### config.mk
export PLATFORM = sky130hd
export DESIGN_NAME = freq_meas_ctrl_flat
export DESIGN_NICKNAME = d
export VERILOG_FILES = /design/src/rtl/freq_meas_ctrl_if.sv /design/src/rtl/freq_meas_ctrl.sv /design/src/flat_wrapper.sv
export SDC_FILE = /design/constraint.sdc
export NUM_CORES = 1
export LEC_CHECK = 0
export ABC_AREA = 1
export CAP_MARGIN = 20
export CORE_MARGIN = 5
export CORE_UTILIZATION = 61
export CTS_BUF_LIST = sky130_fd_sc_hd__clkbuf_4
export DETAILED_ROUTE_END_ITERATION = 12
export PLACE_DENSITY = 0.87
export SLEW_MARGIN = 10
export SYNTH_ARGS = -nofsm -noshare
export SYNTH_HDL_FRONTEND = slang
export SYNTH_SLANG_ARGS = --single-unit
### constraint.sdc
create_clock -name clk_10m -period 5.2 [get_ports clk_10m]
set_input_delay 1.04 -clock clk_10m [delete_from_list [all_inputs] [get_ports clk_10m]]
set_output_delay 1.04 -clock clk_10m [all_outputs]
set_load 0.01 [all_outputs]
### src/rtl/freq_meas_ctrl_if.sv
// Result channel from the frequency-meter sequencer to the display/UART side.
//
// Handshake: the master raises res_valid with res_freq/res_range/res_err and
// holds all three stable until it samples res_valid & res_ready high on a
// clock edge. That edge completes the transfer. The slave may drive res_ready
// at any time, and a ready seen without valid has no effect.
//
// Signals:
//   res_freq   [31:0] scaled frequency in Hz, saturating
//   res_range  [1:0]  gate range that produced res_freq
//   res_err           1 = meter never answered, res_freq is 0
//   res_valid         result available (master -> slave)
//   res_ready         result accepted  (slave -> master)
interface freq_meas_ctrl_if;
  logic [31:0] res_freq;
  logic [1:0]  res_range;
  logic        res_err;
  logic        res_valid;
  logic        res_ready;

  modport master (
    output res_freq,
    output res_range,
    output res_err,
    output res_valid,
    input  res_ready
  );

  modport slave (
    input  res_freq,
    input  res_range,
    input  res_err,
    input  res_valid,
    output res_ready
  );
endinterface

### src/rtl/freq_meas_ctrl.sv
// Sequencer for the 10 MHz frequency-meter datapath.
// Generates the two gate_clk edges that bound each counting window, selects
// the gate length (fixed or auto-ranged), captures the meter count, scales it
// to Hz and offers the result on the res interface.
//
// Ports:
//   clk_10m      10 MHz system clock
//   rst_n        synchronous reset, active low
//   start        1-cycle pulse, begins a measurement when idle
//   cont_mode    1 = re-arm after every accepted result
//   range_mode   0/1/2 fixed range, 3 auto-range
//   meter_freq   raw count from the meter
//   meter_valid  meter result-valid level
//   gate_clk     gate edges to the meter
//   busy         high in every state except IDLE
//   dbg_state    current FSM state encoding
//   res          result channel (master side)
module freq_meas_ctrl #(
  parameter int GATE_CYC0 = 10_000_000,
  parameter int GATE_CYC1 = 1_000_000,
  parameter int GATE_CYC2 = 100_000,
  parameter int GATE_HI   = 16,
  parameter int RANGE_UP  = 20_000,
  parameter int RANGE_DN  = 1_000,
  parameter int TIMEOUT   = 65_536
) (
  input  logic             clk_10m,
  input  logic             rst_n,
  input  logic             start,
  input  logic             cont_mode,
  input  logic [1:0]       range_mode,
  input  logic [31:0]      meter_freq,
  input  logic             meter_valid,
  output logic             gate_clk,
  output logic             busy,
  output logic [2:0]       dbg_state,
  freq_meas_ctrl_if.master res
);

  typedef enum logic [2:0] {
    S_IDLE, S_WAIT_FREE, S_EDGE_A, S_GATE, S_EDGE_B, S_WAIT_RES, S_PUBLISH
  } state_t;

  // Terminal counts; the gate counter value at the last cycle of each phase.
  localparam logic [23:0] GATE_END0 = 24'(GATE_CYC0 - 1);
  localparam logic [23:0] GATE_END1 = 24'(GATE_CYC1 - 1);
  localparam logic [23:0] GATE_END2 = 24'(GATE_CYC2 - 1);
  localparam logic [23:0] HI_END_G  = 24'(GATE_HI - 1);
  localparam logic [16:0] HI_END_T  = 17'(GATE_HI - 1);
  localparam logic [16:0] TO_END    = 17'(TIMEOUT - 1);
  localparam logic [31:0] UP_W      = 32'(RANGE_UP);
  localparam logic [31:0] DN_W      = 32'(RANGE_DN);

  state_t      state_q, state_d;
  logic [2:0]  free_cnt_q, free_cnt_d;
  logic [23:0] gate_cnt_q, gate_cnt_d;
  logic [16:0] to_cnt_q, to_cnt_d;
  logic [1:0]  cur_range_q, cur_range_d;
  logic        mv_q;
  logic [31:0] raw_q, raw_d;
  logic [31:0] res_freq_q, res_freq_d;
  logic [1:0]  res_range_q, res_range_d;
  logic        res_err_q, res_err_d;

  logic [23:0] gate_end;
  logic [39:0] scaled;
  logic [31:0] sat_freq;
  logic        mv_rise;
  logic [23:0] gate_cnt_inc;
  logic [16:0] to_cnt_inc;

  always_comb begin
    case (cur_range_q)
      2'd0:    gate_end = GATE_END0;
      2'd1:    gate_end = GATE_END1;
      default: gate_end = GATE_END2;
    endcase

    case (cur_range_q)
      2'd0:    scaled = {8'd0, meter_freq};
      2'd1:    scaled = {8'd0, meter_freq} * 40'd10;
      default: scaled = {8'd0, meter_freq} * 40'd100;
    endcase
    sat_freq = (|scaled[39:32]) ? 32'hFFFF_FFFF : scaled[31:0];

    // Only a fresh 0->1 transition counts; a level left over from the
    // previous result must not be mistaken for a new one.
    mv_rise = meter_valid & ~mv_q;

    // Counters hold at all-ones instead of wrapping.
    gate_cnt_inc = (&gate_cnt_q) ? gate_cnt_q : gate_cnt_q + 24'd1;
    to_cnt_inc   = (&to_cnt_q)   ? to_cnt_q   : to_cnt_q + 17'd1;
  end

  always_comb begin
    state_d     = state_q;
    free_cnt_d  = free_cnt_q;
    gate_cnt_d  = gate_cnt_q;
    to_cnt_d    = to_cnt_q;
    cur_range_d = cur_range_q;
    raw_d       = raw_q;
    res_freq_d  = res_freq_q;
    res_range_d = res_range_q;
    res_err_d   = res_err_q;

    case (state_q)
      S_IDLE: begin
        if (start) begin
          state_d    = S_WAIT_FREE;
          free_cnt_d = 3'd0;
          if (range_mode != 2'd3) cur_range_d = range_mode;
        end
      end
      S_WAIT_FREE: begin
        // Eight quiet cycles in a row cover the meter's post-result lockout.
        if (meter_valid) begin
          free_cnt_d = 3'd0;
        end else if (free_cnt_q == 3'd7) begin
          state_d    = S_EDGE_A;
          gate_cnt_d = 24'd0;
        end else begin
          free_cnt_d = free_cnt_q + 3'd1;
        end
      end
      S_EDGE_A: begin
        gate_cnt_d = gate_cnt_inc;
        if (gate_cnt_q == HI_END_G) state_d = S_GATE;
      end
      S_GATE: begin
        gate_cnt_d = gate_cnt_inc;
        if (gate_cnt_q == gate_end) begin
          state_d  = S_EDGE_B;
          to_cnt_d = 17'd0;
        end
      end
      S_EDGE_B: begin
        to_cnt_d = to_cnt_inc;
        if (to_cnt_q == HI_END_T) state_d = S_WAIT_RES;
      end
      S_WAIT_RES: begin
        to_cnt_d = to_cnt_inc;
        if (mv_rise) begin
          state_d     = S_PUBLISH;
          raw_d       = meter_freq;
          res_freq_d  = sat_freq;
          res_range_d = cur_range_q;
          res_err_d   = 1'b0;
        end else if (to_cnt_q == TO_END) begin
          // PUBLISH is entered exactly TIMEOUT cycles after the B edge.
          state_d     = S_PUBLISH;
          res_freq_d  = 32'd0;
          res_range_d = cur_range_q;
          res_err_d   = 1'b1;
        end
      end
      S_PUBLISH: begin
        if (res.res_ready) begin
          if (range_mode != 2'd3) begin
            cur_range_d = range_mode;
          end else if (!res_err_q) begin
            if (raw_q >= UP_W && cur_range_q < 2'd2)
              cur_range_d = cur_range_q + 2'd1;
            else if (raw_q < DN_W && cur_range_q != 2'd0)
              cur_range_d = cur_range_q - 2'd1;
          end
          free_cnt_d = 3'd0;
          state_d    = cont_mode ? S_WAIT_FREE : S_IDLE;
        end
      end
      default: state_d = S_IDLE;
    endcase
  end

  always_ff @(posedge clk_10m) begin
    if (!rst_n) begin
      state_q     <= S_IDLE;
      free_cnt_q  <= 3'd0;
      gate_cnt_q  <= 24'd0;
      to_cnt_q    <= 17'd0;
      cur_range_q <= 2'd0;
      mv_q        <= 1'b0;
      raw_q       <= 32'd0;
      res_freq_q  <= 32'd0;
      res_range_q <= 2'd0;
      res_err_q   <= 1'b0;
    end else begin
      state_q     <= state_d;
      free_cnt_q  <= free_cnt_d;
      gate_cnt_q  <= gate_cnt_d;
      to_cnt_q    <= to_cnt_d;
      cur_range_q <= cur_range_d;
      mv_q        <= meter_valid;
      raw_q       <= raw_d;
      res_freq_q  <= res_freq_d;
      res_range_q <= res_range_d;
      res_err_q   <= res_err_d;
    end
  end

  assign gate_clk      = (state_q == S_EDGE_A) || (state_q == S_EDGE_B);
  assign busy          = (state_q != S_IDLE);
  assign dbg_state     = state_q;
  assign res.res_valid = (state_q == S_PUBLISH);
  assign res.res_freq  = res_freq_q;
  assign res.res_range = res_range_q;
  assign res.res_err   = res_err_q;

endmodule

### src/flat_wrapper.sv
// flat-port wrapper written by rule: the top's interface ports become plain ports
module freq_meas_ctrl_flat 
#(
  parameter int GATE_CYC0 = 10_000_000,
  parameter int GATE_CYC1 = 1_000_000,
  parameter int GATE_CYC2 = 100_000,
  parameter int GATE_HI   = 16,
  parameter int RANGE_UP  = 20_000,
  parameter int RANGE_DN  = 1_000,
  parameter int TIMEOUT   = 65_536
)
  (clk_10m, rst_n, start, cont_mode, range_mode, meter_freq, meter_valid, gate_clk, busy, dbg_state, res_res_freq, res_res_range, res_res_err, res_res_valid, res_res_ready);
  freq_meas_ctrl_if res_i ();
  input  logic clk_10m;
  input  logic rst_n;
  input  logic start;
  input  logic cont_mode;
  input  logic [1:0] range_mode;
  input  logic [31:0] meter_freq;
  input  logic meter_valid;
  output logic gate_clk;
  output logic busy;
  output logic [2:0] dbg_state;
  output wire logic [$bits(res_i.res_freq)-1:0] res_res_freq;
  output wire logic [$bits(res_i.res_range)-1:0] res_res_range;
  output wire logic [$bits(res_i.res_err)-1:0] res_res_err;
  output wire logic [$bits(res_i.res_valid)-1:0] res_res_valid;
  input wire logic [$bits(res_i.res_ready)-1:0] res_res_ready;
  assign res_res_freq = res_i.res_freq;
  assign res_res_range = res_i.res_range;
  assign res_res_err = res_i.res_err;
  assign res_res_valid = res_i.res_valid;
  assign res_i.res_ready = res_res_ready;
  freq_meas_ctrl #(.GATE_CYC0(GATE_CYC0), .GATE_CYC1(GATE_CYC1), .GATE_CYC2(GATE_CYC2), .GATE_HI(GATE_HI), .RANGE_UP(RANGE_UP), .RANGE_DN(RANGE_DN), .TIMEOUT(TIMEOUT)) u_core (.clk_10m(clk_10m), .rst_n(rst_n), .start(start), .cont_mode(cont_mode), .range_mode(range_mode), .meter_freq(meter_freq), .meter_valid(meter_valid), .gate_clk(gate_clk), .busy(busy), .dbg_state(dbg_state), .res(res_i));
endmodule
==> flow_summary.html <==
<table>
<tr><th>Metric</th><th>Value</th></tr>
<tr><th colspan="2">Power</th></tr>
<tr><td>Peak VDD IR</td><td>195 uV</td></tr>
<tr><td>Total power divided by cell area</td><td>293 mW/mm2</td></tr>
<tr><td>Combinational power share</td><td>59.2%</td></tr>
<tr><td>Switching power share of the total</td><td>52.3%</td></tr>
<tr><td>Standby leakage power</td><td>6.98 nW</td></tr>
<tr><td>Relative contribution of the clock network to total power</td><td>17.7%</td></tr>
<tr><td>Internal power</td><td>1.94 mW</td></tr>
<tr><td>Reported net switching power</td><td>2.13 mW</td></tr>
<tr><td>Part of the total power dissipated in sequential elements</td><td>23.1%</td></tr>
<tr><th colspan="2">Floorplan</th></tr>
<tr><td>Starting Density</td><td>61.5%</td></tr>
<tr><td>Core region area</td><td>0.0201 mm2</td></tr>
<tr><td>Row Count</td><td>52</td></tr>
<tr><td>DIE AREA</td><td>0.0232 mm2</td></tr>
<tr><td>Die X-Extent</td><td>152 um</td></tr>
<tr><td>Number of top-level pins</td><td>81</td></tr>
<tr><td>Chip Height</td><td>152 um</td></tr>
<tr><th colspan="2">Clocking</th></tr>
<tr><td>CTS Buffer Depth</td><td>2</td></tr>
<tr><td>Insertion delay of the later-clocked pin in the worst-skew pair</td><td>0.59 ns</td></tr>
<tr><td>Clock Tree Root</td><td>clkbuf_4</td></tr>
<tr><td>Max H-tree Level</td><td>4</td></tr>
<tr><td>Number of buffers inserted during clock tree synthesis</td><td>17</td></tr>
<tr><td>Clock-pin slew on the worst setup and hold paths</td><td>0.12 ns</td></tr>
<tr><td>Total of hold buffers inserted after clock tree synthesis</td><td>0</td></tr>
<tr><td>TritonCTS clock tree</td><td>done</td></tr>
<tr><td>Postcts setup bufs</td><td>0</td></tr>
<tr><td>Resized Gates After CTS</td><td>0</td></tr>
<tr><td>Number of clock sinks</td><td>114</td></tr>
<tr><th colspan="2">Timing</th></tr>
<tr><td>F_max</td><td>217 MHz</td></tr>
<tr><td>Unrepaired setup endpoints after global routing</td><td>false</td></tr>
<tr><td>Final setup violation count</td><td>0</td></tr>
<tr><td>Final setup skew</td><td>0.0384 ns</td></tr>
<tr><td>Fraction of the cycle the final worst path needs</td><td>88.6%</td></tr>
<tr><td>Slew Limit Fails</td><td>0</td></tr>
<tr><td>Slew headroom</td><td>29.8%</td></tr>
<tr><td>Actual slew at the worst max-slew pin</td><td>1.05 ns</td></tr>
<tr><td>Count of final hold-check violations</td><td>0</td></tr>
<tr><td>Min Clock Period, post-route</td><td>4.61 ns</td></tr>
<tr><td>Total Neg Setup Slack</td><td>0 ns</td></tr>
<tr><th colspan="2">Yosys</th></tr>
<tr><td>Syn. warnings</td><td>0</td></tr>
<tr><td>Most used flip-flop cell after synthesis</td><td>dfxtp_1</td></tr>
<tr><td>Seq/Total Area, Yosys</td><td>18.5%</td></tr>
<tr><td>Synthesized netlist net count</td><td>2208</td></tr>
<tr><td>Cell Area, Synth</td><td>0.0124 mm2</td></tr>
<tr><td>Number of flip-flops and latches in the synthesized netlist</td><td>114</td></tr>
<tr><td>Count of mapped cells out of synthesis</td><td>1972</td></tr>
<tr><td>Post-synth EDFFs</td><td>0</td></tr>
<tr><td>Unique cell type count in the Yosys netlist</td><td>52</td></tr>
<tr><td>Synth async-reset ratio</td><td>0%</td></tr>
<tr><td>Avg Synthesized Cell Area</td><td>6.27 um2</td></tr>
<tr><th colspan="2">Layout</th></tr>
<tr><td>Summed area of non-filler cells in the final layout</td><td>0.0139 mm2</td></tr>
<tr><td>Area Growth Syn to Fin</td><td>12.3%</td></tr>
<tr><td>Share of post-route cells with drive strength above 1</td><td>4.77%</td></tr>
<tr><td>Nets</td><td>2298</td></tr>
<tr><th colspan="2">Detailed routing</th></tr>
<tr><td>Average wire per standard cell</td><td>16.2 um</td></tr>
<tr><td>Detailed router's first-iteration violation count</td><td>1299</td></tr>
<tr><td>Vias</td><td>13500</td></tr>
<tr><td>Total Wirelength</td><td>38000 um</td></tr>
<tr><td>First-pass detailed-route iteration total</td><td>9</td></tr>
<tr><td>Remaining DRCs</td><td>0</td></tr>
<tr><td>Met2 wire length</td><td>16500 um</td></tr>
<tr><td>Top routing layer used</td><td>met5</td></tr>
<tr><td>Routed length on met3</td><td>4040 um</td></tr>
<tr><td>Routed metal-1 wire length</td><td>16700 um</td></tr>
<tr><td>DR vias/cell</td><td>5.74</td></tr>
<tr><td>Number of routed nets with antenna violations</td><td>0</td></tr>
<tr><th colspan="2">Placement</th></tr>
<tr><td>Area of placed instances</td><td>0.0136 mm2</td></tr>
<tr><td>PortBufs</td><td>80</td></tr>
<tr><td>Placer congestion estimate</td><td>1.01</td></tr>
<tr><td>Detail Placement HPWL</td><td>30200 um</td></tr>
<tr><th colspan="2">Worst setup path</th></tr>
<tr><td>Maximum fanout count along the critical path</td><td>6</td></tr>
<tr><td>Nature of the critical path endpoint</td><td>flip-flop</td></tr>
<tr><td>Critical Path Start Type</td><td>input port</td></tr>
<tr><td>Data arrival, critical path</td><td>5.04 ns</td></tr>
<tr><td>R2R Setup Slk</td><td>1.32 ns</td></tr>
<tr><td>Kind of critical path</td><td>input port to flip-flop</td></tr>
<tr><td>WP data required</td><td>5.63 ns</td></tr>
<tr><th colspan="2">Hold path</th></tr>
<tr><td>Hold WC Path Type</td><td>flip-flop to flip-flop</td></tr>
<tr><th colspan="2">GRT</th></tr>
<tr><td>Pin count of the biggest net entering global routing</td><td>76</td></tr>
<tr><td>GRT Overall Usage</td><td>32.0%</td></tr>
<tr><td>Number of antenna violations at the first check in global routing</td><td>2</td></tr>
<tr><td>Vias in the first global route</td><td>12500</td></tr>
<tr><td>First-pass GRT wire length</td><td>61600 um</td></tr>
<tr><td>GRT Residual Overflow</td><td>0</td></tr>
<tr><th colspan="2">Job</th></tr>
<tr><td>Maximum capacitance violations</td><td>0</td></tr>
<tr><th colspan="2">Outcome</th></tr>
<tr><td>Run status</td><td>finished, final reports clean</td></tr>
</table>
per-stage QoR:
stage          util, %  total power [mW]  setup WS, ns  hold slack, ns  instances
2_1_floorplan        -              2.53          1.25           0.429       1972
3_3_place_gp      67.6              3.23         0.191           0.445       2313
3_5_place_dp      67.6              3.27         0.126           0.463       2313
4_1_cts           69.1              3.99         0.718           0.480       2345
5_1_grt           69.1              4.37         0.340           0.500       2346
6_report          69.1              4.06         0.591           0.479       2346
final timing paths:
| kind | to | start | cells past startpoint |
|---|---|---|---|
| setup / recovery | u_core.res.res_freq[30] | meter_freq[15] | 19 |
| hold / removal | u_core.free_cnt_q[1] | u_core.free_cnt_q[1] | 2 |
| setup reg to reg | u_core.to_cnt_q[4] | u_core.cur_range_q[0] | 11 |
| hold reg to reg | u_core.free_cnt_q[1] | u_core.free_cnt_q[1] | 2 |
layout make-up:
cell class,count,area [um2]
clock inverter,15,163
inverter,346,1300
tap,270,338
multi-input combinational,1468,8600
sequential,114,2280
antenna,1,2.50
timing repair buffer,115,1080
fill,1773,6210
clock buffer,17,128
cell usage after synthesis (all sizes together), types with 3 or more instances:
master	number	area (um2)
nand2	526	1990
inv	346	1300
nor2	183	719
a21oi	171	860
ha	168	2100
dfxtp	114	2280
nand3	103	521
o21ai	91	455
nor3	37	201
nand4	30	188
clkbuf	29	109
fa	28	561
xor2	17	149
buf	15	78.8
a22oi	14	105
o21bai	12	90.1
or2	12	75.1
a21boi	9	67.6
nor4	8	50.1
nand3b	7	52.6
o211ai	7	52.6
o21a	6	45.0
o22ai	6	37.5
a31oi	5	31.3
xnor2	4	35.0
a221oi	3	26.3
and2	3	18.8
nor3b	3	22.5
power groups by stage:
| stage | clock network (mW) | logic, mW | registers, mW |
|---|---|---|---|
| 3_5_place_dp | 0 | 2.31 | 0.958 |
| 2_1_floorplan | 0 | 1.57 | 0.958 |
| 3_3_place_gp | 0 | 2.27 | 0.956 |
| 4_1_cts | 0.728 | 2.33 | 0.938 |
| 6_report | 0.719 | 2.40 | 0.939 |
| 5_1_grt | 0.775 | 2.65 | 0.945 |
worst max-delay path, cell delays in order:
cell	delay [ns]
clkdlybuf4s50_1	0.67
ha_1	0.31
ha_1	0.28
inv_1	0.05
fa_1	0.49
inv_1	0.04
ha_1	0.36
nand2_1	0.19
inv_1	0.06
nand2_1	0.06
nand2_1	0.06
a21oi_1	0.12
nand2_1	0.14
nand2_1	0.09
nand2_1	0.08
o21ai_0	0.50
nand3_1	0.19
a21boi_0	0.21
a21oi_1	0.09
state kept, by name (all words and copies together) (netlist names):
register	flops
u_core.cur_range_q	2
u_core.dbg_state	3
u_core.free_cnt_q	3
u_core.gate_cnt_q	24
u_core.mv_q	1
u_core.raw_q	29
u_core.res.res_err	1
u_core.res.res_freq	32
u_core.res.res_range	2
u_core.to_cnt_q	17
logic make-up after synthesis:
group	after synthesis	share of synthesized area [%]
XOR/XNOR	21	1.49
flip-flops	114	18.5
AND/OR/NAND/NOR	913	31.1
buffers and inverters	390	12.0
adder cells (fa/ha/maj)	196	21.5
AO/OA/AOI/OAI	338	15.4
cell usage in the layout (no fill, tap or decap), drive strengths merged, types with 37 or more instances in the layout:
cell type and instances:
o21ai 91, clkdlybuf4s50 80, ha 168, nor2 183, nand3 103, nand2 526
a21oi 171, dfxtp 114, inv 356, nor3 37
routing by layer:
metal	track usage [%]	vias to the layer above
met4	7.83	2
met5	0	-
met2	50.3	656
met1	45.2	6165
met3	6.36	74
li1	-	6566
No activity file was read; power rests on OpenSTA's default activity.
==> edit, RTL diff (same flow settings) <==
Add an input register stage for `cont_mode`, without a reset; this delays it by one clock. The other inputs are not delayed to match.
--- a/src/rtl/freq_meas_ctrl.sv
+++ b/src/rtl/freq_meas_ctrl.sv
@@ -53,2 +53,8 @@
 
+  logic cont_mode_q;
+
+  always_ff @(posedge clk_10m) begin
+    cont_mode_q <= cont_mode;
+  end
+
   state_t      state_q, state_d;
@@ -166,3 +172,3 @@
           free_cnt_d = 3'd0;
-          state_d    = cont_mode ? S_WAIT_FREE : S_IDLE;
+          state_d    = cont_mode_q ? S_WAIT_FREE : S_IDLE;
         end
Function: no difference found for any inputs over 10 cycles, from zero or initial values and one cycle with rst_n low; that may be too few to reach the edited logic, so the function may still have changed.
==> edit against the unedited design <==
  * Final area is 0.77% higher
  * Power grew 3.7%
  * Wire length rose by 5.8%
  * Non-clock buffer count fell by 1
  * Clock skew shrank 0.013 ns
  * Register-to-register slack improved by 0.13 ns
  * Count of clock-buffer cells in the layout stayed put
  * Global-route usage up 1.8 points
  * Sequential cell count rose by 1
  * Sequential power increased by 1%
  * Setup slack got worse by 0.028 ns
  * Area after synthesis is 0.79% higher
  * Sequential share of layout area hardly changed
==> edit: results (changes against the unedited design) <==
\begin{tabular}{lr}
\hline
Metric & Value \\
\hline
\multicolumn{2}{l}{\textbf{Status}} \\
\quad Outcome & finished, final reports clean \\
\multicolumn{2}{l}{\textbf{STA}} \\
\quad Worst-case clock skew & 0.02505 ns (-0.01334 ns) \\
\multicolumn{2}{l}{\textbf{Final layout}} \\
\quad Area used by sequential logic in the layout & 0.002302 sq mm (+0.88\%) \\
\quad Non-clock buffers & 114 (-0.87\%) \\
\quad Non-CTS inverters & 349 (+0.87\%) \\
\quad Multi-input gates & 1,478 (+0.68\%) \\
\quad Final nets & 2,312 (+0.61\%) \\
\quad Fillcell total & 1,858 (+4.8\%) \\
\quad Share of final-layout standard cells stronger than drive strength 1 & 0.05364 (+0.005929) \\
\quad ClkCell Share & 0.02226 (+0.001359) \\
\multicolumn{2}{l}{\textbf{Synthesis}} \\
\quad Portion of the post-synthesis area used by sequential elements & 0.1847 (about the same) \\
\quad Number of nets in the synthesized netlist & 2,221 (+0.59\%) \\
\multicolumn{2}{l}{\textbf{Clocking}} \\
\quad Sink count of the clock tree & 115 (+0.88\%) \\
\quad Clock network latency to the later pin of the worst-skew pair & 0.57 ns (-0.02 ns) \\
\multicolumn{2}{l}{\textbf{Setup path}} \\
\quad Worst reg-to-reg path cell count & 15 (+4) \\
\quad Critical path destination & u\_core.res.res\_freq[2]\$\_SDFFE\_PN0P\_ \\
\quad Biggest cell delay along the critical path & 0.65 ns (-0.02 ns) \\
\quad Reg2reg setup slack & 1.45 ns (+0.13 ns) \\
\multicolumn{2}{l}{\textbf{Drt}} \\
\quad Total length of routed wires & 40,220 um (+5.8\%) \\
\multicolumn{2}{l}{\textbf{Power and ir drop}} \\
\quad Clock-net power & 0.000761 W (+5.8\%) \\
\quad Switching power & 0.002197 W (+3.3\%) \\
\quad Fraction of power consumed by the clock network & 0.181 (+0.004) \\
\multicolumn{2}{l}{\textbf{GRT}} \\
\quad Vias in the first global route & 13,015 (+4.1\%) \\
\multicolumn{2}{l}{\textbf{Placement}} \\
\quad Pre-CTS WS & 0.09877 ns (-0.02728 ns) \\
\quad Placed cell area & 0.01368 sq mm (+0.63\%) \\
\multicolumn{2}{l}{\textbf{Hold path}} \\
\quad Destination of the worst hold path & u\_core.raw\_q[12]\$\_SDFFE\_PN0P\_ \\
\hline
\end{tabular}
[edit: changes by cell type in the layout (fill, tap and decap cells not counted), moves of 5 or more]
cell,change
nor2_1,-17
nand2_1,+9
nand3_1,+8
nand4_1,-8
a21oi_1,+7
nor3_1,+6
inv_1,+5
nor4_1,+5
[edit: logic make-up (layout without fill, tap and decap cells)]
group | count (synthesis) | after routing | synth area share
fa+ha+maj | 197 | 197 | 0.2146
simple gates | 926 | 926 | 0.3177
compound gates | 335 | 335 | 0.1482
xor+xnor | 20 | 20 | 0.01405
other cells | 0 | 1 | 0
buf+inv | 391 | 495 | 0.1207
flops | 115 | 115 | 0.1847
[edit: layer usage]
layer / vias up / track usage / part of all wire
li1: 6602 / - / -
met1: 6159 / 0.4430 / 0.41
met2: 737 / 0.5458 / 0.45
met3: 134 / 0.06955 / 0.10
met4: 0 / 0.1315 / 0.040
met5: - / 0 / 0
